[config.mk]
export PLATFORM = sky130hd
export DESIGN_NAME = twiddle_addr_gen
export DESIGN_NICKNAME = d
export VERILOG_FILES = /design/src/rtl/twiddle_addr_gen.sv
export SDC_FILE = /design/constraint.sdc
export NUM_CORES = 1
export LEC_CHECK = 0
export ABC_AREA = 1
export ABC_CLOCK_PERIOD_IN_PS = 2980
export BUFFER_PORTS_ARGS = -buffer_cell sky130_fd_sc_hd__buf_4
export CORE_MARGIN = 1.5
export CORE_UTILIZATION = 59
export DETAILED_ROUTE_END_ITERATION = 7
export PLACE_DENSITY_LB_ADDON = 0.1
export SETUP_SLACK_MARGIN = 0.1
export SLEW_MARGIN = 20
export SYNTH_ARGS = -nofsm -noshare
export SYNTH_HDL_FRONTEND = slang
export SYNTH_SLANG_ARGS = --single-unit
[constraint.sdc]
create_clock -name clock -period 2.98 [get_ports clock]
set_clock_uncertainty 0.05 [all_clocks]
set_input_delay 0.149 -clock clock [delete_from_list [all_inputs] [get_ports clock]]
set_output_delay 0.149 -clock clock [all_outputs]
set_load 0.01 [all_outputs]
[src/rtl/twiddle_addr_gen.sv]
// Twiddle-number generator for one R2^2 SDF stage: tw_addr = m(q) * j, built with an adder only.
// Define TW_ADDR_CHECK_EN to build a reference-multiplier checker that drives the sticky tw_err flag.
module twiddle_addr_gen #(
    parameter int LOG_N = 6
) (
    input  logic             clock,
    input  logic             reset,
    input  logic             di_sync,
    input  logic             di_en,
    output logic [LOG_N-1:0] tw_addr,
    output logic             tw_en,
    output logic             tw_last,
    output logic             tw_err
);
    localparam int JW = LOG_N - 2;

    logic [LOG_N-1:0] di_count_reg;
    logic [LOG_N-1:0] acc_reg;
    logic [LOG_N-1:0] k;
    logic [LOG_N-1:0] acc_next;
    logic [1:0]       q;
    logic [1:0]       m;
    logic [JW-1:0]    j;

    always_comb begin
        k = di_sync ? '0 : di_count_reg;
        q = k[LOG_N-1 -: 2];
        j = k[JW-1:0];
    end

    // m(q) is simply q with its two bits swapped (bit-reversed quadrant order).
    generate
        for (genvar gi = 0; gi < 2; gi++) begin : g_mrev
            assign m[gi] = q[1-gi];
        end
    endgenerate

    always_comb begin
        acc_next = (j == '0) ? '0 : acc_reg + {{JW{1'b0}}, m};
    end

    always_ff @(posedge clock or posedge reset) begin
        if (reset) begin
            di_count_reg <= '0;
            acc_reg      <= '0;
            tw_addr      <= '0;
            tw_en        <= 1'b0;
            tw_last      <= 1'b0;
        end else if (di_en) begin
            di_count_reg <= k + LOG_N'(1);
            acc_reg      <= acc_next;
            tw_addr      <= acc_next;
            tw_en        <= 1'b1;
            tw_last      <= &k;
        end else begin
            tw_en   <= 1'b0;
            tw_last <= 1'b0;
            if (di_sync) begin
                di_count_reg <= '0;
                acc_reg      <= '0;
            end
        end
    end

`ifdef TW_ADDR_CHECK_EN
    logic [LOG_N-1:0] ref_next;
    logic [LOG_N-1:0] ref_reg;

    always_comb begin
        ref_next = {{JW{1'b0}}, m} * {2'b00, j};
    end

    // The reference is registered with tw_addr so both are compared in the tw_en cycle.
    always_ff @(posedge clock or posedge reset) begin
        if (reset) begin
            ref_reg <= '0;
            tw_err  <= 1'b0;
        end else begin
            if (di_en) begin
                ref_reg <= ref_next;
            end
            if (tw_en && (tw_addr != ref_reg)) begin
                tw_err <= 1'b1;
            end
        end
    end
`else
    assign tw_err = 1'b0;
`endif

endmodule

# After elaboration in Yosys (flattened, before gate mapping)
# Index checks and enable logic that the tools add are counted.
[totals]
regBits = 20
inputBits = 4
word_cells = 17
[op_classes]
add_sub_neg = 2
n_reduce_logical = 3
mux = 7
[ops]
columns = ["cell", "count"]
rows = [
  ["6-bit two-way mux", 5],
  ["6-bit by 1-bit adder with 6-bit output (second input constant)", 1],
  ["6-bit by 2-bit adder with 6-bit output", 1],
  ["6-bit AND reduction", 1],
  ["4-bit zero test", 1],
  ["1-bit two-way mux", 2],
  ["2-bit nonzero test", 1],
]

# Longest topological paths before layout
# Gate-level depths: netlist (run 1).
[depth]
depth_word = 4
depth_mapped = 13
depth_no_buf = 13

# Worst setup path before layout (run 1)
# No wires, ideal clock.
[synth_path]
path_type = "register to register"
from = "reg di_count_reg[4]"
to = "reg acc_reg[4]"
path_slack_ps = 1440
arrival_ps = 1373
path_stages_with_launch = 13
n_path_buf = 0
required_ps = 2813
path_cell_list = "dfrtp_1 nand2_1 nand2_1 nand2_1 inv_1 ha_1 inv_1 nand2_2 nand2_2 nor2_1 or2_1 nand3_2 nand2_1"
[synth_between]
elab_chain_len = 4
[synth_rtl]
columns = ["item", "line_no", "text"]
rows = [
  ["start: declaration", "17", "logic [LOG_N-1:0] di_count_reg;"],
  ["start signal: assignment", "50", "di_count_reg <= k + LOG_N'(1);"],
  ["6-bit two-way mux", "n/a", ""],
  ["6-bit by 2-bit adder with 6-bit output", "39", "acc_next = (j == '0) ? '0 : acc_reg + {{JW{1'b0}}, m};"],
  ["6-bit two-way mux", "39", ""],
  ["6-bit two-way mux", "49", "end else if (di_en) begin"],
  ["end signal: assignment", "51", "acc_reg <= acc_next;"],
  ["end: declaration", "18", "logic [LOG_N-1:0] acc_reg;"],
]
# Every way passes these cells.
# A chain may end at the register's enable or synchronous reset.

# Final worst setup path (run 1)
[layout_path]
from = "reg di_count_reg[4]"
to = "reg tw_addr[4]"
[layout_between]
elab_chain_len = 3
[layout_rtl]
columns = ["item", "line_no", "text"]
rows = [
  ["6-bit two-way mux", "n/a", ""],
  ["6-bit by 2-bit adder with 6-bit output", "39", ""],
  ["6-bit two-way mux", "39", ""],
  ["end signal: assignment", "52", "tw_addr <= acc_next;"],
  ["end: declaration", "10", "output logic [LOG_N-1:0] tw_addr,"],
]
# Every way passes these cells.

==> run_summary.xml, run 1 <==
<?xml version="1.0" encoding="UTF-8"?>
<metrics>
  <group name="die">
    <metric name="placementRows" unit="">14</metric>
    <metric name="floorplan.io_pins" unit="">13</metric>
    <metric name="core_region_area" unit="um^2">1559</metric>
    <metric name="die_w" unit="um">44.35</metric>
    <metric name="die_h" unit="um">44.35</metric>
    <metric name="die-area" unit="um^2">1966</metric>
    <metric name="floorplan.initialDensity" unit="">0.6469</metric>
  </group>
  <group name="global_route">
    <metric name="grt_start_max_net_pins" unit="">21</metric>
    <metric name="global_route.overflow_total" unit="">0</metric>
    <metric name="grt_util_met2" unit="">0.3176</metric>
    <metric name="globalRouteMet3Util" unit="">0.02857</metric>
    <metric name="grt_antenna_before_repair" unit="">0</metric>
    <metric name="grt_pass1_vias" unit="">687</metric>
    <metric name="global_route_wire_length_before_repair" unit="mm">3.015</metric>
    <metric name="grt_use_met1" unit="">0.3154</metric>
    <metric name="busiest_layer" unit="">met2</metric>
    <metric name="grtUsageTotal" unit="">0.2137</metric>
  </group>
  <group name="synth">
    <metric name="yosys_warnings" unit="">0</metric>
    <metric name="post_synth_instance_area" unit="um^2">1008</metric>
    <metric name="synth_top_area_share" unit="">0.4963</metric>
    <metric name="yosys.area.top_type" unit="">sky130_fd_sc_hd__dfrtp_1</metric>
    <metric name="synth.net_count" unit="">123</metric>
    <metric name="synthesis.instances" unit="">115</metric>
    <metric name="ys_seq_area_frac" unit="">0.4963</metric>
    <metric name="yosysUniqueCellTypes" unit="">23</metric>
    <metric name="yosys-top-cells-area" unit="">sky130_fd_sc_hd__dfrtp_1 (50%), sky130_fd_sc_hd__nand2_1 (11%), sky130_fd_sc_hd__inv_1 (6.7%)</metric>
    <metric name="post_synth.cell_area_avg" unit="um^2">8.769</metric>
    <metric name="synth-seq-cells" unit="">20</metric>
  </group>
  <group name="critical_path">
    <metric name="worstPathCellList" unit="">nand2_1 -&gt; nand2_1 -&gt; nand2_1 -&gt; inv_1 -&gt; ha_1 -&gt; inv_1 -&gt; nand2_2 -&gt; nand2_2 -&gt; nor2_1 -&gt; or2_1 -&gt; nand3_2 -&gt; nand2_1</metric>
    <metric name="critical_path_arrival" unit="ns">1.81</metric>
    <metric name="worst_r2r_startpoint" unit="">di_count_reg[4]</metric>
    <metric name="timing.critical_path.from" unit="">di_count_reg[4]</metric>
    <metric name="setup.worst_path.class" unit="">reg2reg</metric>
    <metric name="critPathMaxFanout" unit="">4</metric>
    <metric name="start_kind" unit="">flip-flop</metric>
    <metric name="max_stage_delay" unit="ns">0.46</metric>
    <metric name="critPathRequiredTime" unit="ns">3.13</metric>
    <metric name="path_common_cell" unit="">sky130_fd_sc_hd__nand2_1</metric>
    <metric name="crit_path_end_kind" unit="">flip-flop</metric>
    <metric name="slowest_cell_on_the_critical_path" unit="">sky130_fd_sc_hd__dfrtp_1</metric>
  </group>
  <group name="final_layout">
    <metric name="n_antenna_cell" unit="">0</metric>
    <metric name="layout.cells.non_filler" unit="">146</metric>
    <metric name="nets" unit="">140</metric>
    <metric name="drive_above_1_share" unit="">0.2077</metric>
    <metric name="final.fill_count" unit="">113</metric>
    <metric name="area_delta_synth_final" unit="%">13.65</metric>
  </group>
  <group name="clock_tree">
    <metric name="cts.htree.levels" unit="">1</metric>
    <metric name="clock_sink_count" unit="">20</metric>
    <metric name="tritoncts_clock_tree" unit="">yes</metric>
    <metric name="post_cts.resized_instances" unit="">0</metric>
    <metric name="number_of_buffers_added_for_setup_after_cts" unit="">0</metric>
    <metric name="clock_path_buffers" unit="">2</metric>
    <metric name="cts_made_buffers" unit="">3</metric>
    <metric name="ctsHoldBuffers" unit="">2</metric>
    <metric name="cell_at_the_root_of_the_clock_tree" unit="">sky130_fd_sc_hd__clkbuf_4</metric>
    <metric name="clk_latency" unit="ns">0.30</metric>
    <metric name="cts.clk_slew.worst_paths" unit="ns">0.11</metric>
  </group>
  <group name="drt">
    <metric name="postRouteWirelength" unit="mm">1.786</metric>
    <metric name="drc" unit="">0</metric>
    <metric name="drt_iter0_drc" unit="">26</metric>
    <metric name="drt.antenna.violating_nets" unit="">0</metric>
    <metric name="detail_route.vias_per_cell" unit="">5.178</metric>
    <metric name="num_vias" unit="">756</metric>
    <metric name="detailedRoute.firstPassIterationCount" unit="">4</metric>
    <metric name="avgRoutedWirePerCell" unit="um">12.23</metric>
  </group>
  <group name="timing">
    <metric name="grt_setup_unrepaired" unit="">no</metric>
    <metric name="hold_violation_count_in_the_final_report" unit="">0</metric>
    <metric name="tightest_slew" unit="ns">0.7432</metric>
    <metric name="fmax" unit="MHz">601.8</metric>
    <metric name="timing.final.setup_violations" unit="">0</metric>
    <metric name="maxSlewHeadroom" unit="">0.5040</metric>
    <metric name="setup_total_negative_slack" unit="ns">0</metric>
    <metric name="timing.final.max_slew_violations" unit="">0</metric>
    <metric name="final_period_minus_worst_setup_slack" unit="ns">1.662</metric>
    <metric name="fin_crit_sh" unit="">0.5576</metric>
  </group>
  <group name="power_and_ir_drop">
    <metric name="p_leak" unit="nW">0.6410</metric>
    <metric name="maximum_ir_drop_on_the_vdd_rail" unit="V">0.0002974</metric>
    <metric name="totalPowerFinal" unit="W">0.0004442</metric>
    <metric name="power.density" unit="nW/um^2">387.6</metric>
  </group>
  <group name="placed_design">
    <metric name="port-buffer-count" unit="">11</metric>
    <metric name="dp.cells" unit="">141</metric>
    <metric name="detailed_place_hpwl" unit="mm">1.298</metric>
    <metric name="finalWeightedCongestion" unit="">0.8698</metric>
  </group>
  <group name="status">
    <metric name="status" unit="">complete, no violations</metric>
  </group>
  <group name="flow_run">
    <metric name="cap_viol_max_count" unit="">0</metric>
  </group>
  <group name="hold_path">
    <metric name="hold_path.class" unit="">in2reg</metric>
    <metric name="hp-start" unit="">di_sync</metric>
  </group>
</metrics>
==> power by group <==
group          internal (W)  switching, W
clock network     0.0000471     0.0000791
registers          0.000276    0.00000242
logic             0.0000128     0.0000266
==> area by class of cell <==
| type | count | area [um^2] | share of cell area |
|---|---|---|---|
| Sequential cell | 20 | 500.5 | 0.4367 |
| Multi-Input combinational cell | 73 | 419.2 | 0.3657 |
| Timing Repair Buffer | 13 | 102.6 | 0.08952 |
| Inverter | 21 | 81.33 | 0.07096 |
| Clock buffer | 3 | 22.52 | 0.01965 |
| Tap cell | 16 | 20.02 | 0.01747 |
==> synthesized netlist by cell type (all sizes together) <==
library cell	number
a21oi	1
buf	1
conb	1
dfrtp	20
ha	4
inv	21
nand2	34
nand3	8
nand4	3
nor2	7
nor3	1
o21ai	8
o22ai	1
or2	1
xor2	4
==> logic make-up after synthesis <==
logic type,Yosys count,share of synthesized area
adder cells (fa/ha/maj),4,0.04963
other,1,0.003719
buffers and inverters,22,0.08809
AO/OA/AOI/OAI,10,0.05459
AND/OR/NAND/NOR,54,0.2730
flip-flops,20,0.4963
XOR/XNOR,4,0.03474
==> per-layer routing <==
metal | wire length, um | part of all wire
met1 | 903 | 0.51
met2 | 793 | 0.44
met4 | 23 | 0.013
met5 | 0 | 0
met3 | 66 | 0.037
==> worst paths after layout <==
check / to / slack, ns / cells past startpoint
min in group asynchronous: di_count_reg[5] / 0.48 / 3
min: di_count_reg[2] / 0.13 / 4
max in group asynchronous: tw_addr[0] / 1.93 / 3
max: tw_addr[4] / 1.32 / 12
min reg2reg: tw_addr[5] / 0.44 / 2
max reg2reg: tw_addr[4] / 1.32 / 12
==> stage by stage <==
| stage | setup slack [ns] | utilization | area, um^2 | hold WS [ns] |
|---|---|---|---|---|
| 3_3_place_gp | 1.408 | 0.7079 | 1104 | 0.2733 |
| 3_5_place_dp | 1.337 | 0.7079 | 1104 | 0.2772 |
| 5_1_grt | 1.176 | 0.7352 | 1146 | 0.1478 |
| 4_1_cts | 1.324 | 0.7352 | 1146 | 0.1307 |
| 6_report | 1.318 | 0.7352 | 1146 | 0.1301 |
| 2_1_floorplan | 1.440 | - | 1008 | 0.06283 |
==> critical path: cells and delay by family, from the launching register on <==
family / cells / cell delay, ns
AND/OR/NAND/NOR: 9 / 0.77
adder cells (fa/ha/maj): 1 / 0.18
buffers and inverters: 2 / 0.12
flip-flops: 1 / 0.46
==> layout by cell type (no fill, tap or decap), drive strengths merged <==
cell type,n
nand2,34
inv,21
dfrtp,20
buf,11
nand3,8
o21ai,8
nor2,7
xor2,4
ha,4
nand4,3
clkbuf,3
dlygate4sd3,2
o22ai,1
or2,1
nor3,1
a21oi,1
conb,1
No activity file was read; power rests on OpenSTA's default activity.
==> run 2: changes to the inputs <==
--- a/config.mk
+++ b/config.mk
@@ -6,10 +6,10 @@
 export NUM_CORES = 1
 export LEC_CHECK = 0
 export ABC_AREA = 1
-export ABC_CLOCK_PERIOD_IN_PS = 2980
+export ABC_CLOCK_PERIOD_IN_PS = 1600
 export BUFFER_PORTS_ARGS = -buffer_cell sky130_fd_sc_hd__buf_4
 export CORE_MARGIN = 1.5
-export CORE_UTILIZATION = 59
+export CORE_UTILIZATION = 55
 export DETAILED_ROUTE_END_ITERATION = 7
 export PLACE_DENSITY_LB_ADDON = 0.1
 export SETUP_SLACK_MARGIN = 0.1
==> constraint.sdc (replaced) <==
create_clock -name clock -period 1.6 [get_ports clock]
set_clock_uncertainty 0.05 [all_clocks]
set_input_delay 0.08 -clock clock [delete_from_list [all_inputs] [get_ports clock]]
set_output_delay 0.08 -clock clock [all_outputs]
set_load 0.01 [all_outputs]
==> run 2 against run 1 <==
Sequential power rose by 86%. Sequential cell count did not move. Non-clock buffer count up 8. Combinational power up 110%. Final cell count grew 12%. Core utilization is essentially flat. Power rose by 88%. Largest power group unchanged. Highest routed layer unchanged. Setup slack worse by 1.3 ns. First-iteration DRC count fell by 38%. Maximum frequency increased by 8.1%.
==> run_summary.xml, run 2 (synthesized netlist as in run 1, its figures left out) <==
<?xml version="1.0" encoding="UTF-8"?>
<metrics>
  <group name="critical_path">
    <metric name="start_kind" unit="">flip-flop</metric>
    <metric name="max_stage_delay" unit="ns">0.43</metric>
    <metric name="worst_r2r_startpoint" unit="">acc_reg[1]</metric>
    <metric name="critPathRequiredTime" unit="ns">1.75</metric>
    <metric name="worstPathCellList" unit="">inv_2 -&gt; nand2_2 -&gt; nand2_2 -&gt; inv_2 -&gt; ha_4 -&gt; inv_2 -&gt; nand2_2 -&gt; nand2_2 -&gt; nor2_2 -&gt; or2_1 -&gt; nand3_2 -&gt; nand2_1</metric>
    <metric name="path_common_cell" unit="">sky130_fd_sc_hd__nand2_2</metric>
    <metric name="worstReg2RegEnd" unit="">tw_addr[4]</metric>
    <metric name="critical_path_arrival" unit="ns">1.69</metric>
    <metric name="reg2reg_setup_slack" unit="ns">0.06</metric>
    <metric name="crit_path_end_kind" unit="">flip-flop</metric>
    <metric name="reg2reg_depth" unit="">12</metric>
    <metric name="setup.worst_path.class" unit="">reg2reg</metric>
    <metric name="critPathMaxFanout" unit="">3</metric>
    <metric name="slowest_cell_on_the_critical_path" unit="">sky130_fd_sc_hd__dfrtp_1</metric>
  </group>
  <group name="timing">
    <metric name="timing.final.setup_violations" unit="">0</metric>
    <metric name="fin_crit_sh" unit="">0.9605</metric>
    <metric name="final_critical_path_setup_slack" unit="ns">0.06325</metric>
    <metric name="timing.final.max_slew_violations" unit="">0</metric>
    <metric name="hold_violation_count_in_the_final_report" unit="">0</metric>
    <metric name="final_period_minus_worst_setup_slack" unit="ns">1.537</metric>
    <metric name="grt_setup_unrepaired" unit="">yes</metric>
    <metric name="fmax" unit="MHz">650.7</metric>
    <metric name="finalHoldWorstSlack" unit="ns">0.09339</metric>
  </group>
  <group name="clock_tree">
    <metric name="cell_at_the_root_of_the_clock_tree" unit="">sky130_fd_sc_hd__clkbuf_4</metric>
    <metric name="cts.clk_slew.worst_paths" unit="ns">0.10</metric>
    <metric name="cts.htree.levels" unit="">1</metric>
    <metric name="clk_latency" unit="ns">0.30</metric>
    <metric name="cts_made_buffers" unit="">3</metric>
    <metric name="tritoncts_clock_tree" unit="">yes</metric>
    <metric name="clock_path_buffers" unit="">2</metric>
    <metric name="clock_sink_count" unit="">20</metric>
  </group>
  <group name="global_route">
    <metric name="grt_util_met2" unit="">0.3183</metric>
    <metric name="grtUsageTotal" unit="">0.2208</metric>
    <metric name="global_route.overflow_total" unit="">0</metric>
    <metric name="grt_antenna_before_repair" unit="">0</metric>
    <metric name="global_route_wire_length_before_repair" unit="mm">3.160</metric>
    <metric name="busiest_layer" unit="">met2</metric>
    <metric name="grt_start_max_net_pins" unit="">21</metric>
    <metric name="globalRouteMet3Util" unit="">0.02778</metric>
    <metric name="grt_use_met1" unit="">0.3138</metric>
    <metric name="grt_pass1_vias" unit="">739</metric>
  </group>
  <group name="drt">
    <metric name="detail_route.vias_per_cell" unit="">4.810</metric>
    <metric name="drc" unit="">0</metric>
    <metric name="num_vias" unit="">784</metric>
    <metric name="drt.antenna.violating_nets" unit="">0</metric>
    <metric name="detailedRoute.firstPassIterationCount" unit="">4</metric>
    <metric name="drt_iter0_drc" unit="">16</metric>
    <metric name="postRouteWirelength" unit="mm">1.937</metric>
    <metric name="avgRoutedWirePerCell" unit="um">11.88</metric>
  </group>
  <group name="hold_path">
    <metric name="min_delay_path_depth" unit="">4</metric>
    <metric name="min_to" unit="">acc_reg[4]</metric>
    <metric name="hp-start" unit="">di_sync</metric>
    <metric name="hold_path.class" unit="">in2reg</metric>
  </group>
  <group name="final_layout">
    <metric name="area_delta_synth_final" unit="%">25.81</metric>
    <metric name="n_antenna_cell" unit="">0</metric>
    <metric name="final.fill_count" unit="">142</metric>
    <metric name="layout.cells.most_common" unit="">sky130_fd_sc_hd__nand2_1</metric>
    <metric name="mostFrequentLayoutCells" unit="">sky130_fd_sc_hd__nand2_1 (26), sky130_fd_sc_hd__dfrtp_1 (19), sky130_fd_sc_hd__buf_4 (19)</metric>
    <metric name="drive_above_1_share" unit="">0.3551</metric>
    <metric name="postLayoutCellArea" unit="um^2">1269</metric>
    <metric name="nets" unit="">148</metric>
  </group>
  <group name="die">
    <metric name="placementRows" unit="">15</metric>
    <metric name="floorplan.initialDensity" unit="">0.5841</metric>
    <metric name="die_w" unit="um">45.82</metric>
    <metric name="die-area" unit="um^2">2099</metric>
    <metric name="die_h" unit="um">45.82</metric>
    <metric name="core_region_area" unit="um^2">1727</metric>
    <metric name="floorplan.io_pins" unit="">13</metric>
  </group>
  <group name="placed_design">
    <metric name="detailed_place.area" unit="um^2">1147</metric>
    <metric name="port-buffer-count" unit="">11</metric>
    <metric name="dp_slack" unit="ns">0.03355</metric>
    <metric name="finalWeightedCongestion" unit="">0.8478</metric>
    <metric name="detailed_place_hpwl" unit="mm">1.350</metric>
  </group>
  <group name="status">
    <metric name="status" unit="">complete, no violations</metric>
  </group>
  <group name="flow_run">
    <metric name="cap_viol_max_count" unit="">0</metric>
  </group>
  <group name="power_and_ir_drop">
    <metric name="maximum_ir_drop_on_the_vdd_rail" unit="V">0.0006999</metric>
    <metric name="p_leak" unit="nW">0.6717</metric>
    <metric name="power.density" unit="nW/um^2">659.1</metric>
  </group>
</metrics>
==> run 2: how the worst max path moves through the flow <==
| stage | startpoint | endpoint | slack [ns] | depth (start not counted) |
|---|---|---|---|---|
| floorplan | di_count_reg[4] | acc_reg[4] | 0.1 | 12 |
| global placement | di_count_reg[5] | tw_addr[4] | 0.07 | 11 |
| detailed placement | di_count_reg[5] | tw_addr[4] | 0.03 | 11 |
| CTS | di_count_reg[4] | tw_addr[4] | 0.06 | 12 |
| global route | di_count_reg[4] | acc_reg[4] | -0.03 | 12 |
| finish | acc_reg[1] | tw_addr[4] | 0.06 | 12 |
==> run 2: per-layer routing <==
| metal | part of all wire | wire length [um] |
|---|---|---|
| met1 | 0.47 | 909 |
| met3 | 0.030 | 58 |
| met2 | 0.47 | 917 |
| met5 | 0 | 0 |
| met4 | 0.026 | 51 |
==> run 2: final cells by class <==
cell class | instances | area [um^2] | share of cell area
Timing Repair Buffer | 21 | 162.7 | 0.1282
Multi-Input combinational cell | 73 | 469.2 | 0.3698
Tap cell | 25 | 31.28 | 0.02465
Sequential cell | 20 | 501.7 | 0.3955
Clock buffer | 3 | 22.52 | 0.01775
Inverter | 21 | 81.33 | 0.06410
==> run 2: per-stage QoR <==
step	total power [W]	util	TNS, ns	cells
5_1_grt	0.0008628	0.7348	-0.06334	163
4_1_cts	0.0008426	0.7051	0	162
6_report	0.0008362	0.7348	0	163
3_5_place_dp	0.0006055	0.6645	0	154
3_3_place_gp	0.0006034	0.6645	0	154
2_1_floorplan	0.0005781	-	0	115
==> run 2: power by group <==
| part | internal [W] | switching (W) |
|---|---|---|
| Sequential | 0.000514 | 0.00000537 |
| Clock | 0.0000879 | 0.000148 |
| Combinational | 0.0000283 | 0.0000526 |
==> run 2: worst max-delay path: cells and delay by family, from the launching register on <==
family	cells	cell delay, ns
flops	1	0.43
simple gates	8	0.62
buf+inv	3	0.18
fa+ha+maj	1	0.15
==> run 2: repair_timing <==
item                                    4_1_cts  5_1_grt
gates cloned                                  0        0
pin swaps                                     5        8
hold endpoints to repair                     22        0
hold buffers                                  2        0
buffers inserted                              3        1
endpoints found under the setup margin        2        8
gates resized for setup                       2       13
==> run 3: changes to the inputs <==
--- a/config.mk
+++ b/config.mk
@@ -11,7 +11,7 @@
 export CORE_MARGIN = 1.5
 export CORE_UTILIZATION = 55
 export DETAILED_ROUTE_END_ITERATION = 7
-export PLACE_DENSITY_LB_ADDON = 0.1
+export PLACE_DENSITY = 0.76
 export SETUP_SLACK_MARGIN = 0.1
 export SLEW_MARGIN = 20
 export SYNTH_ARGS = -nofsm -noshare
==> run 3 against run 2 <==
Sequential share of layout area up 0.49 points. Die area unchanged. Routed wire length up 5.2%. Combinational power down 4.7%. Final cell count up 0.61%. Worst hold slack worse by 0.0035 ns. Sequential power about the same. First-iteration DRC count up 25%. Setup slack worse by 0.0039 ns. Maximum frequency down 0.25%.
==> run_summary.xml, run 3 (synthesized netlist as in run 1, its figures left out) <==
<?xml version="1.0" encoding="UTF-8"?>
<metrics>
  <group name="final_layout">
    <metric name="multiInputGateArea" unit="um^2">444.2</metric>
    <metric name="final.fill_count" unit="">142</metric>
    <metric name="layout.area.seq" unit="um^2">500.5</metric>
    <metric name="nets" unit="">149</metric>
    <metric name="layout.cells.most_common" unit="">sky130_fd_sc_hd__nand2_1</metric>
    <metric name="n_antenna_cell" unit="">0</metric>
    <metric name="layout.cells.non_filler" unit="">164</metric>
    <metric name="area_delta_synth_final" unit="%">23.95</metric>
    <metric name="mostFrequentLayoutCells" unit="">sky130_fd_sc_hd__nand2_1 (26), sky130_fd_sc_hd__dfrtp_1 (20), sky130_fd_sc_hd__buf_4 (20)</metric>
    <metric name="drive_above_1_share" unit="">0.3381</metric>
  </group>
  <group name="critical_path">
    <metric name="timing.critical_path.from" unit="">di_count_reg[4]</metric>
    <metric name="max_stage_delay" unit="ns">0.45</metric>
    <metric name="critPathRequiredTime" unit="ns">1.75</metric>
    <metric name="slowest_cell_on_the_critical_path" unit="">sky130_fd_sc_hd__dfrtp_1</metric>
    <metric name="critPathMaxFanout" unit="">3</metric>
    <metric name="critical_path_arrival" unit="ns">1.69</metric>
    <metric name="path_common_cell" unit="">sky130_fd_sc_hd__nand2_2</metric>
    <metric name="start_kind" unit="">flip-flop</metric>
    <metric name="setup.worst_path.class" unit="">reg2reg</metric>
    <metric name="crit_path_end_kind" unit="">flip-flop</metric>
    <metric name="worstPathCellList" unit="">nand2_2 -&gt; nand2_2 -&gt; nand2_1 -&gt; inv_1 -&gt; ha_2 -&gt; inv_2 -&gt; nand2_2 -&gt; nand2_2 -&gt; nor2_2 -&gt; or2_1 -&gt; nand3_2 -&gt; nand2_1</metric>
    <metric name="worst_r2r_startpoint" unit="">di_count_reg[4]</metric>
  </group>
  <group name="placed_design">
    <metric name="finalWeightedCongestion" unit="">0.8085</metric>
    <metric name="detailed_place_hpwl" unit="mm">1.384</metric>
    <metric name="port-buffer-count" unit="">11</metric>
    <metric name="dp.cells" unit="">153</metric>
  </group>
  <group name="drt">
    <metric name="drt.antenna.violating_nets" unit="">0</metric>
    <metric name="avgRoutedWirePerCell" unit="um">12.43</metric>
    <metric name="drc" unit="">0</metric>
    <metric name="detailedRoute.firstPassIterationCount" unit="">4</metric>
    <metric name="postRouteWirelength" unit="mm">2.038</metric>
    <metric name="num_vias" unit="">807</metric>
    <metric name="drt_iter0_drc" unit="">20</metric>
    <metric name="detail_route.vias_per_cell" unit="">4.921</metric>
  </group>
  <group name="power_and_ir_drop">
    <metric name="switching_share" unit="">0.2461</metric>
    <metric name="p_leak" unit="nW">0.6813</metric>
    <metric name="maximum_ir_drop_on_the_vdd_rail" unit="V">0.0006358</metric>
    <metric name="power.density" unit="nW/um^2">665.9</metric>
    <metric name="totalPowerFinal" unit="W">0.0008324</metric>
    <metric name="seq_power_share" unit="">0.624</metric>
    <metric name="power_switching" unit="W">0.0002048</metric>
    <metric name="cellInternalPower" unit="W">0.0006275</metric>
    <metric name="comb_power_share" unit="">0.093</metric>
    <metric name="pwr-share-clk" unit="">0.284</metric>
  </group>
  <group name="die">
    <metric name="floorplan.initialDensity" unit="">0.5841</metric>
    <metric name="die-area" unit="um^2">2099</metric>
    <metric name="die_h" unit="um">45.82</metric>
    <metric name="placementRows" unit="">15</metric>
    <metric name="core_region_area" unit="um^2">1727</metric>
    <metric name="floorplan.io_pins" unit="">13</metric>
    <metric name="die_w" unit="um">45.82</metric>
  </group>
  <group name="timing">
    <metric name="final_period_minus_worst_setup_slack" unit="ns">1.541</metric>
    <metric name="grt_setup_unrepaired" unit="">yes</metric>
    <metric name="timing.final.max_slew_violations" unit="">0</metric>
    <metric name="fmax" unit="MHz">649.1</metric>
    <metric name="hold_violation_count_in_the_final_report" unit="">0</metric>
    <metric name="timing.final.setup_violations" unit="">0</metric>
    <metric name="fin_crit_sh" unit="">0.9629</metric>
  </group>
  <group name="global_route">
    <metric name="grt_antenna_before_repair" unit="">0</metric>
    <metric name="grt_pass1_vias" unit="">763</metric>
    <metric name="grtUsageTotal" unit="">0.2269</metric>
    <metric name="global_route.overflow_total" unit="">0</metric>
    <metric name="global_route_wire_length_before_repair" unit="mm">3.346</metric>
    <metric name="grt_start_max_net_pins" unit="">21</metric>
  </group>
  <group name="status">
    <metric name="status" unit="">complete, no violations</metric>
  </group>
  <group name="clock_tree">
    <metric name="cts.htree.levels" unit="">1</metric>
    <metric name="cts.clk_slew.worst_paths" unit="ns">0.11</metric>
    <metric name="cts_made_buffers" unit="">3</metric>
    <metric name="clock_path_buffers" unit="">2</metric>
    <metric name="tritoncts_clock_tree" unit="">yes</metric>
    <metric name="cell_at_the_root_of_the_clock_tree" unit="">sky130_fd_sc_hd__clkbuf_4</metric>
    <metric name="clock_sink_count" unit="">20</metric>
    <metric name="clk_latency" unit="ns">0.29</metric>
  </group>
  <group name="hold_path">
    <metric name="hold_path.class" unit="">in2reg</metric>
    <metric name="hp-start" unit="">di_sync</metric>
  </group>
  <group name="flow_run">
    <metric name="cap_viol_max_count" unit="">0</metric>
  </group>
</metrics>
## run 3: worst paths after layout
check                             end  depth (start not counted)  slack [ns]
max                        tw_addr[4]                         12        0.06
min reg2reg                tw_addr[5]                          2        0.44
max reg2reg                tw_addr[4]                         12        0.06
min                        acc_reg[5]                          4        0.09
max in group asynchronous  tw_addr[4]                          4        0.99
min in group asynchronous  tw_addr[5]                          4        0.31
## run 3: metrics by stage
step | utilization | worst slack, ns | hold slack, ns | area [um^2] | TNS [ns]
2_1_floorplan | - | 0.09606 | -0.006170 | 1011 | 0
3_3_place_gp | 0.6601 | 0.07865 | 0.07443 | 1140 | 0
3_5_place_dp | 0.6601 | 0.03025 | 0.07945 | 1140 | 0
4_1_cts | 0.7152 | 0.06862 | 0.08343 | 1235 | 0
5_1_grt | 0.7239 | -0.02867 | 0.1113 | 1250 | -0.07712
6_report | 0.7239 | 0.05940 | 0.08990 | 1250 | 0
## run 3: worst max-delay path, delay by kind of cell, from the launching register on
family | cells | cell delay [ns]
flops | 1 | 0.45
fa+ha+maj | 1 | 0.16
simple gates | 9 | 0.69
buf+inv | 2 | 0.10
## run 3: per-layer routing
layer  track usage  routed length, um  vias up
met5             0                  0        -
met4       0.05143                 15        0
met3       0.03571                 62        2
met2        0.3831               1010       24
met1        0.3083                949      370
li1              -                  -      411
## run 3: timing repair
item | in CTS | in global routing
endpoints found under the setup margin | 2 | 8
gates resized for setup | 5 | 5
gates cloned | 0 | 0
hold buffers | 2 | 0
buffers inserted | 6 | 0
endpoints found under the hold margin | 22 | 0
pin swaps | 5 | 5
## run 3: layout make-up
cell class | instances | share of cell area
multi-input cells | 73 | 0.3554
inverters | 21 | 0.06507
clock buffers | 3 | 0.01802
well taps | 25 | 0.02503
flip-flops and latches | 20 | 0.4004
repair buffers | 22 | 0.1361
## run 3: power groups by stage
stage / logic, W / registers [W] / clock network (W)
6_report: 0.0000771 / 0.000519 / 0.000236
3_3_place_gp: 0.0000711 / 0.000529 / 0
5_1_grt: 0.0000872 / 0.000521 / 0.000251
3_5_place_dp: 0.0000735 / 0.000529 / 0
2_1_floorplan: 0.0000492 / 0.000529 / 0
4_1_cts: 0.0000778 / 0.000519 / 0.000234
